## src/rtl/recirc_mux_sync_rx_pkg.sv

```systemverilog
// recirc_sync_pkg: mode constants and parameter legality checks shared by the recirculation-mux synchronizer
package recirc_sync_pkg;
  localparam int MODE_LEVEL = 0;
  localparam int MODE_TOGGLE = 1;
  function automatic bit params_ok(int width, int channels, int stages, int mode, int cnt_w);
    return width >= 1 && channels >= 1 && stages >= 2 && cnt_w >= 1 &&
           (mode == MODE_LEVEL || mode == MODE_TOGGLE);
  endfunction
endpackage

```

## src/rtl/recirc_mux_sync_rx_if.sv

```systemverilog
// recirc_mux_sync_rx_if: source-side enable/data bus and destination-side results of the synchronizer
interface recirc_mux_sync_rx_if #(
  parameter int WIDTH = 8,
  parameter int CHANNELS = 4,
  parameter int CNT_W = 8
);
  logic [CHANNELS-1:0] async_en;
  logic [CHANNELS*WIDTH-1:0] async_data;
  logic cnt_clr;
  logic [CHANNELS*WIDTH-1:0] data_out;
  logic [CHANNELS-1:0] data_valid;
  logic [CHANNELS-1:0] ack;
  logic [CHANNELS-1:0] sync_en;
  logic [CHANNELS*CNT_W-1:0] cap_count;
  modport master (
    output async_en, async_data, cnt_clr,
    input data_out, data_valid, ack, sync_en, cap_count
  );
  modport slave (
    input async_en, async_data, cnt_clr,
    output data_out, data_valid, ack, sync_en, cap_count
  );
endinterface

```

## src/rtl/recirc_mux_sync_rx_chan.sv

```systemverilog
// recirc_sync_chan: one channel - enable synchronizer, recirculating hold register, output stage, ack and counter
module recirc_sync_chan
  import recirc_sync_pkg::*;
#(
  parameter int WIDTH = 8,
  parameter int SYNC_STAGES = 2,
  parameter int MODE = MODE_LEVEL,
  parameter int CNT_W = 8
) (
  input  logic             clk2,
  input  logic             rst_clk2,
  input  logic             en_i,
  input  logic [WIDTH-1:0] data_i,
  input  logic             cnt_clr_i,
  output logic [WIDTH-1:0] data_o,
  output logic             valid_o,
  output logic             ack_o,
  output logic             sync_en_o,
  output logic [CNT_W-1:0] cnt_o
);
  logic [SYNC_STAGES-1:0] sync_q, sync_d;
  logic en_d_q, load_q, valid_q, ack_q, ack_d, load;
  logic [WIDTH-1:0] hold_q, hold_d, out_q;
  logic [CNT_W-1:0] cnt_q, cnt_d;
  always_comb begin
    sync_d = {sync_q[SYNC_STAGES-2:0], en_i};
    load = (MODE == MODE_TOGGLE) ? sync_q[SYNC_STAGES-1] ^ en_d_q : sync_q[SYNC_STAGES-1];
    hold_d = load ? data_i : hold_q;
    cnt_d = cnt_clr_i ? '0 : cnt_q + CNT_W'(load);
    ack_d = ack_q ^ load_q;
  end
  // load_q lines valid/ack up with the output register, one cycle after the hold register
  always_ff @(posedge clk2) begin
    if (rst_clk2) begin
      sync_q <= '0;
      en_d_q <= 1'b0;
      hold_q <= '0;
      out_q <= '0;
      load_q <= 1'b0;
      valid_q <= 1'b0;
      ack_q <= 1'b0;
      cnt_q <= '0;
    end else begin
      sync_q <= sync_d;
      en_d_q <= sync_q[SYNC_STAGES-1];
      hold_q <= hold_d;
      out_q <= hold_q;
      load_q <= load;
      valid_q <= load_q;
      ack_q <= ack_d;
      cnt_q <= cnt_d;
    end
  end
  assign data_o = out_q;
  assign valid_o = valid_q;
  assign ack_o = (MODE == MODE_TOGGLE) ? ack_q : en_d_q;
  assign sync_en_o = sync_q[SYNC_STAGES-1];
  assign cnt_o = cnt_q;
endmodule

```

## src/rtl/recirc_mux_sync_rx.sv

```systemverilog
// recirc_mux_sync_rx: multi-channel receive-side recirculation-mux synchronizer in the clk2 domain
module recirc_mux_sync_rx
  import recirc_sync_pkg::*;
#(
  parameter int WIDTH = 8,
  parameter int CHANNELS = 4,
  parameter int SYNC_STAGES = 2,
  parameter int MODE = MODE_LEVEL,
  parameter int CNT_W = 8
) (
  input logic clk2,
  input logic rst_clk2,
  recirc_mux_sync_rx_if.slave bus
);
  if (!params_ok(WIDTH, CHANNELS, SYNC_STAGES, MODE, CNT_W)) begin : g_bad
    $error("recirc_mux_sync_rx: illegal parameter set");
  end
  logic [CHANNELS*WIDTH-1:0] data_out_w;
  logic [CHANNELS-1:0] valid_w, ack_w, sync_en_w;
  logic [CHANNELS*CNT_W-1:0] cnt_w;
  for (genvar c = 0; c < CHANNELS; c++) begin : g_ch
    recirc_sync_chan #(
      .WIDTH(WIDTH),
      .SYNC_STAGES(SYNC_STAGES),
      .MODE(MODE),
      .CNT_W(CNT_W)
    ) u_chan (
      .clk2(clk2),
      .rst_clk2(rst_clk2),
      .en_i(bus.async_en[c]),
      .data_i(bus.async_data[c*WIDTH +: WIDTH]),
      .cnt_clr_i(bus.cnt_clr),
      .data_o(data_out_w[c*WIDTH +: WIDTH]),
      .valid_o(valid_w[c]),
      .ack_o(ack_w[c]),
      .sync_en_o(sync_en_w[c]),
      .cnt_o(cnt_w[c*CNT_W +: CNT_W])
    );
  end
  assign bus.data_out = data_out_w;
  assign bus.data_valid = valid_w;
  assign bus.ack = ack_w;
  assign bus.sync_en = sync_en_w;
  assign bus.cap_count = cnt_w;
endmodule

```

## src/flat_wrapper.sv

```systemverilog
// flat-port wrapper written by rule: the top's interface ports become plain ports
module recirc_mux_sync_rx_flat import recirc_sync_pkg::*;
#(
  parameter int WIDTH = 8,
  parameter int CHANNELS = 4,
  parameter int SYNC_STAGES = 2,
  parameter int MODE = MODE_LEVEL,
  parameter int CNT_W = 8
)
  (clk2, rst_clk2, bus_async_en, bus_async_data, bus_cnt_clr, bus_data_out, bus_data_valid, bus_ack, bus_sync_en, bus_cap_count);
  recirc_mux_sync_rx_if #(.WIDTH(WIDTH), .CHANNELS(CHANNELS), .CNT_W(CNT_W)) bus_i ();
  input logic clk2;
  input logic rst_clk2;
  input wire logic [$bits(bus_i.async_en)-1:0] bus_async_en;
  input wire logic [$bits(bus_i.async_data)-1:0] bus_async_data;
  input wire logic [$bits(bus_i.cnt_clr)-1:0] bus_cnt_clr;
  output wire logic [$bits(bus_i.data_out)-1:0] bus_data_out;
  output wire logic [$bits(bus_i.data_valid)-1:0] bus_data_valid;
  output wire logic [$bits(bus_i.ack)-1:0] bus_ack;
  output wire logic [$bits(bus_i.sync_en)-1:0] bus_sync_en;
  output wire logic [$bits(bus_i.cap_count)-1:0] bus_cap_count;
  assign bus_i.async_en = bus_async_en;
  assign bus_i.async_data = bus_async_data;
  assign bus_i.cnt_clr = bus_cnt_clr;
  assign bus_data_out = bus_i.data_out;
  assign bus_data_valid = bus_i.data_valid;
  assign bus_ack = bus_i.ack;
  assign bus_sync_en = bus_i.sync_en;
  assign bus_cap_count = bus_i.cap_count;
  recirc_mux_sync_rx #(.WIDTH(WIDTH), .CHANNELS(CHANNELS), .SYNC_STAGES(SYNC_STAGES), .MODE(MODE), .CNT_W(CNT_W)) u_core (.clk2(clk2), .rst_clk2(rst_clk2), .bus(bus_i));
endmodule
```

## config.mk

```make
export PLATFORM = sky130hd
export DESIGN_NAME = recirc_mux_sync_rx_flat
export DESIGN_NICKNAME = d
export VERILOG_FILES = /design/src/rtl/recirc_mux_sync_rx_pkg.sv /design/src/rtl/recirc_mux_sync_rx_if.sv /design/src/rtl/recirc_mux_sync_rx_chan.sv /design/src/rtl/recirc_mux_sync_rx.sv /design/src/flat_wrapper.sv
export SDC_FILE = /design/constraint.sdc
export NUM_CORES = 1
export LEC_CHECK = 0
export CAP_MARGIN = 20
export CELL_PAD_IN_SITES_DETAIL_PLACEMENT = 1
export CELL_PAD_IN_SITES_GLOBAL_PLACEMENT = 2
export CORE_ASPECT_RATIO = 0.75
export CORE_MARGIN = 2
export CORE_UTILIZATION = 28
export DETAILED_ROUTE_END_ITERATION = 10
export GPL_TIMING_DRIVEN = 0
export PLACE_DENSITY = 0.75
export SLEW_MARGIN = 20
export SYNTH_ARGS = -nofsm -noshare
export SYNTH_HDL_FRONTEND = slang
export SYNTH_HIERARCHICAL = 1
export SYNTH_SLANG_ARGS = --single-unit
```

## constraint.sdc

```tcl
create_clock -name clk2 -period 1.4 [get_ports clk2]
set_input_delay 0.21 -clock clk2 [delete_from_list [all_inputs] [get_ports clk2]]
set_output_delay 0.21 -clock clk2 [all_outputs]
set_load 0.1 [all_outputs]
```

* Word level (Yosys, flattened, before mapping)
Cells that the tools add are included. Widths: inputs -> output; s select.
Storage, ports and cells: register bits after elaboration 112, output and inout port bits 76
Cells by class: add/sub/neg operators 4, reduce and logical (&&, ||, !) cells 1
Operators with widths (number):
- $add 8x1->8 | 4
- $reduce_or 2->1 | 1

* Depth between registers and ports, before layout
depth in word-level cells 1, mapped depth 5, depth with buffers taken out 5

* Hierarchy
The synthesis kept the hierarchy.
Modules (own cells, without submodules):
- recirc_sync_chan | times used 4, cells an instance 87, area each 929.6 um^2, seq. area each 560.5 um^2

* Worst setup path before layout
Ideal clock, no wire load.
path kind flip-flop to flip-flop, start reg u_core.g_ch[3].u_chan.sync_q[1], end reg u_core.g_ch[3].u_chan.cnt_q[6], setup time 0.070 ns, data arrival time 2.023 ns, required time 1.330 ns, path slack -0.693 ns, stages on the path, launching flop included 6, path buffers 0, cells stage by stage dfxtp_1 > ha_1 > ha_1 > nand2_1 > or3_1 > a21oi_1
On the way: longest elaborated chain between the ends 1
Ends and longest elaborated chain:
- from (decl) | RTL line recirc_mux_sync_rx_chan.sv:21 | logic [SYNC_STAGES-1:0] sync_q, sync_d;
- from (signal assigned) | RTL line recirc_mux_sync_rx_chan.sv:44 | sync_q <= sync_d;
- $add 8x1->8 | RTL line recirc_mux_sync_rx_chan.sv:29 | cnt_d = cnt_clr_i ? '0 : cnt_q + CNT_W'(load);
- to (signal assigned) | RTL line recirc_mux_sync_rx_chan.sv:51 | cnt_q <= cnt_d;
- to (decl) | RTL line recirc_mux_sync_rx_chan.sv:24 | logic [CNT_W-1:0] cnt_q, cnt_d;
Every way passes these cells. A chain may end at the register's enable or synchronous reset.

* Worst setup path in the final report
start reg u_core.g_ch[2].u_chan.cnt_q[1], end out bus_cap_count[17]
RTL lines:
- from (decl) | RTL line recirc_mux_sync_rx_chan.sv:24
- from (signal assigned) | RTL line recirc_mux_sync_rx_chan.sv:51
- to (decl) | RTL line flat_wrapper.sv:21 | output wire logic [$bits(bus_i.cap_count)-1:0] bus_cap_count;
No word-level cell between the ends.

==> flow_summary.ini <==
[floorplanning]
core_sq_um = 13000
die_w_um = 137
rows = 36
io_pins = 115
start_util = 0.287
fp.dieArea_sq_um = 14200
dieHeight_um = 104

[timing]
hold_viol_final = 0
fmax_ghz = 0.735
worst_clock_skew_ns = 0.00733
relSlewSlack = 0.576
worst_slack_ns = 0.0396
grt_setup_unrepaired = false
max_slew.worst_pin.slew_ns = 0.635
slew_viol_final = 0
fin_crit_sh = 0.972
min_period_ns = 1.36
tns_ns = 0
setup_viol = 0

[power]
powerDensity_nw_per_um2 = 1260
ir_drop_mv = 0.595
power.leakage_nw = 2.11

[critical_path]
reg2reg_depth = 4
r2r_end = u_core/g_ch[1].u_chan/cnt_o[7]
slowest_stage = buf_2
r2r_slack_ns = 0.18
critPathKind = register to output port
cp_max_fo = 3
r2r_start = u_core/g_ch[1].u_chan/cnt_o[0]
required_ns = 1.19
crit_buf_inv = 1
crit_arrival_ns = 1.15
end_kind = output port
crit_path_cell_trace = buf_2
max_stage_delay_ns = 0.43
start_kind = register
cp_top_family = buffers and inverters

[clocking]
cts_tree = done
htree_levels = 3
root_buffer = clkbuf_16
cts.clk_slew.worst_paths_ns = 0.07
clockBufferDepth = 2
cts_sinks = 112
cts-buffers-inserted = 9
cts_setup_buffers = 0
worstSkewPairLatency_ns = 0.34

[routing]
viasPerCell = 4.31
vias = 2796
firstDrtPassIters = 4
routed_wl_um = 8900
drt_iter0_markers = 71
ant_nets = 0
wl_per_cell_um = 13.7
drc_errors = 0

[min_path]
hp-class = input pin to register
holdPathStages = 2
worstHoldStart = bus_async_en[1]
hold_end = u_core/g_ch[1].u_chan/sync_q[0]

[final_layout]
area_delta_synth_final_pct = 40.5
final_common_cell = dfxtp_1
num_antenna_cells = 0
final_util = 0.403
drive_gt1_frac = 0.301
num-nets-final = 520
final_cell_mix = 80 x dfxtp_1, 72 x buf_2, 48 x nor2b_1, 48 x nor2_1, 37 x clkdlybuf4s50_1

[grt]
grt_overflow = 0
grt_usage = 0.130
grt_pass1_wl_um = 14500
grt_max_degree = 20
antenna_found_initial = 0
grt_pass1_vias = 2840

[logic_synthesis]
synth_cell_type_count = 18
ys_ff_latch = 112
yosysWarnings = 6
syn_avg_cell_area_sq_um = 10.7
synth-seq-area-share = 0.603
synth_top_area_frac = 0.603
synthesis.nets = 395
yosysTopAreaCell = dfxtp_1
netlist_area_sq_um = 3720
syn_inst = 348
synthTopCellsByArea = dfxtp_1 60%, mux2i_1 8.6%, nor2b_1 8.1%

[place]
portBuffers = 114
pre_cts_slack_ns = -0.498
place_congestion = 0.701
hpwl_um = 6580

[job]
cap_violations = 0

[outcome]
outcome = completed
## cell families after synthesis
group,share of synthesized area
multiplexers,0.0861
XOR/XNOR,0.0283
adder cells (fa/ha/maj),0.0269
flip-flops,0.603
AND/OR/NAND/NOR,0.206
buffers and inverters,0.0175
AO/OA/AOI/OAI,0.0323
## power by group
| part | internal, mW | leakage (nW) | switching (mW) |
|---|---|---|---|
| registers | 3.22 | 0.929 | 0.0291 |
| logic | 0.188 | 1.01 | 0.365 |
| clock network | 1.58 | 0.164 | 1.19 |
## routing by layer
metal	vias up	track usage	wire [um]
li1	1392	-	-
met5	-	0	0
met2	52	0.219	4330
met1	1343	0.161	4050
met4	0	0.0376	115
met3	9	0.0352	403
## layout make-up
class	count	area, sq um
fill	1502	7750
sequential	112	2320
multi-input combinational	220	1510
timing repair buffer	114	779
clock buffer	11	264
tap	171	214
clock inverter	5	67.6
buffer	16	65.1
## registers in the layout, summed over array words and instances, names as in the netlist
register	count
u_core/g_ch.u_chan/cnt_o	32
u_core/g_ch.u_chan/load_q	4
u_core/g_ch.u_chan/sync_q	8
u_core/g_ch.u_chan/data_o	32
u_core/g_ch.u_chan/valid_o	4
u_core/g_ch.u_chan/hold_q	32
## cell usage after synthesis (all sizes together)
library cell,instances
nor2b,48
buf,4
o21ai,12
and2,8
nand4,4
xor2,8
or2,4
nand2,8
a21oi,12
nor2,48
ha,8
mux2i,32
dfxtp,112
clkbuf,12
nand3,12
xnor2,4
or3,12
## worst max-delay path by stage
stage	startpoint	to	slack, ns	cells after the start
6_report	u_core/g_ch[2].u_chan/cnt_o[1]	bus_cap_count[17]	0.04	1
5_1_grt	u_core/g_ch[2].u_chan/cnt_o[2]	bus_cap_count[18]	0.002	1
4_1_cts	u_core/g_ch[2].u_chan/cnt_o[4]	bus_cap_count[20]	0.002	1
3_5_place_dp	rst_clk2	u_core/g_ch[3].u_chan/load_q	-0.50	3
3_3_place_gp	rst_clk2	u_core/g_ch[2].u_chan/data_o[7]	-0.46	3
2_1_floorplan	u_core/g_ch[3].u_chan/cnt_o[0]	u_core/g_ch[3].u_chan/cnt_o[6]	0.006	5
## what timing repair did
action | 4_1_cts | 5_1_grt
gates resized for setup | 385 | 4
hold buffers | 0 | 0
endpoints found under the setup margin | 180 | 4
cloned | 0 | 0
## per-stage QoR
stage / power (mW) / cell area [sq um] / cells / hold slack [ns]
2_1_floorplan: 3.69 / 3900 / 348 / 0.338
3_3_place_gp: 3.91 / 5250 / 633 / 0.418
4_1_cts: 6.73 / 5210 / 649 / 0.410
5_1_grt: 6.89 / 5220 / 649 / 0.418
6_report: 6.58 / 5220 / 649 / 0.423
3_5_place_dp: 3.92 / 5250 / 633 / 0.428
(Power assumes the default switching activity.)
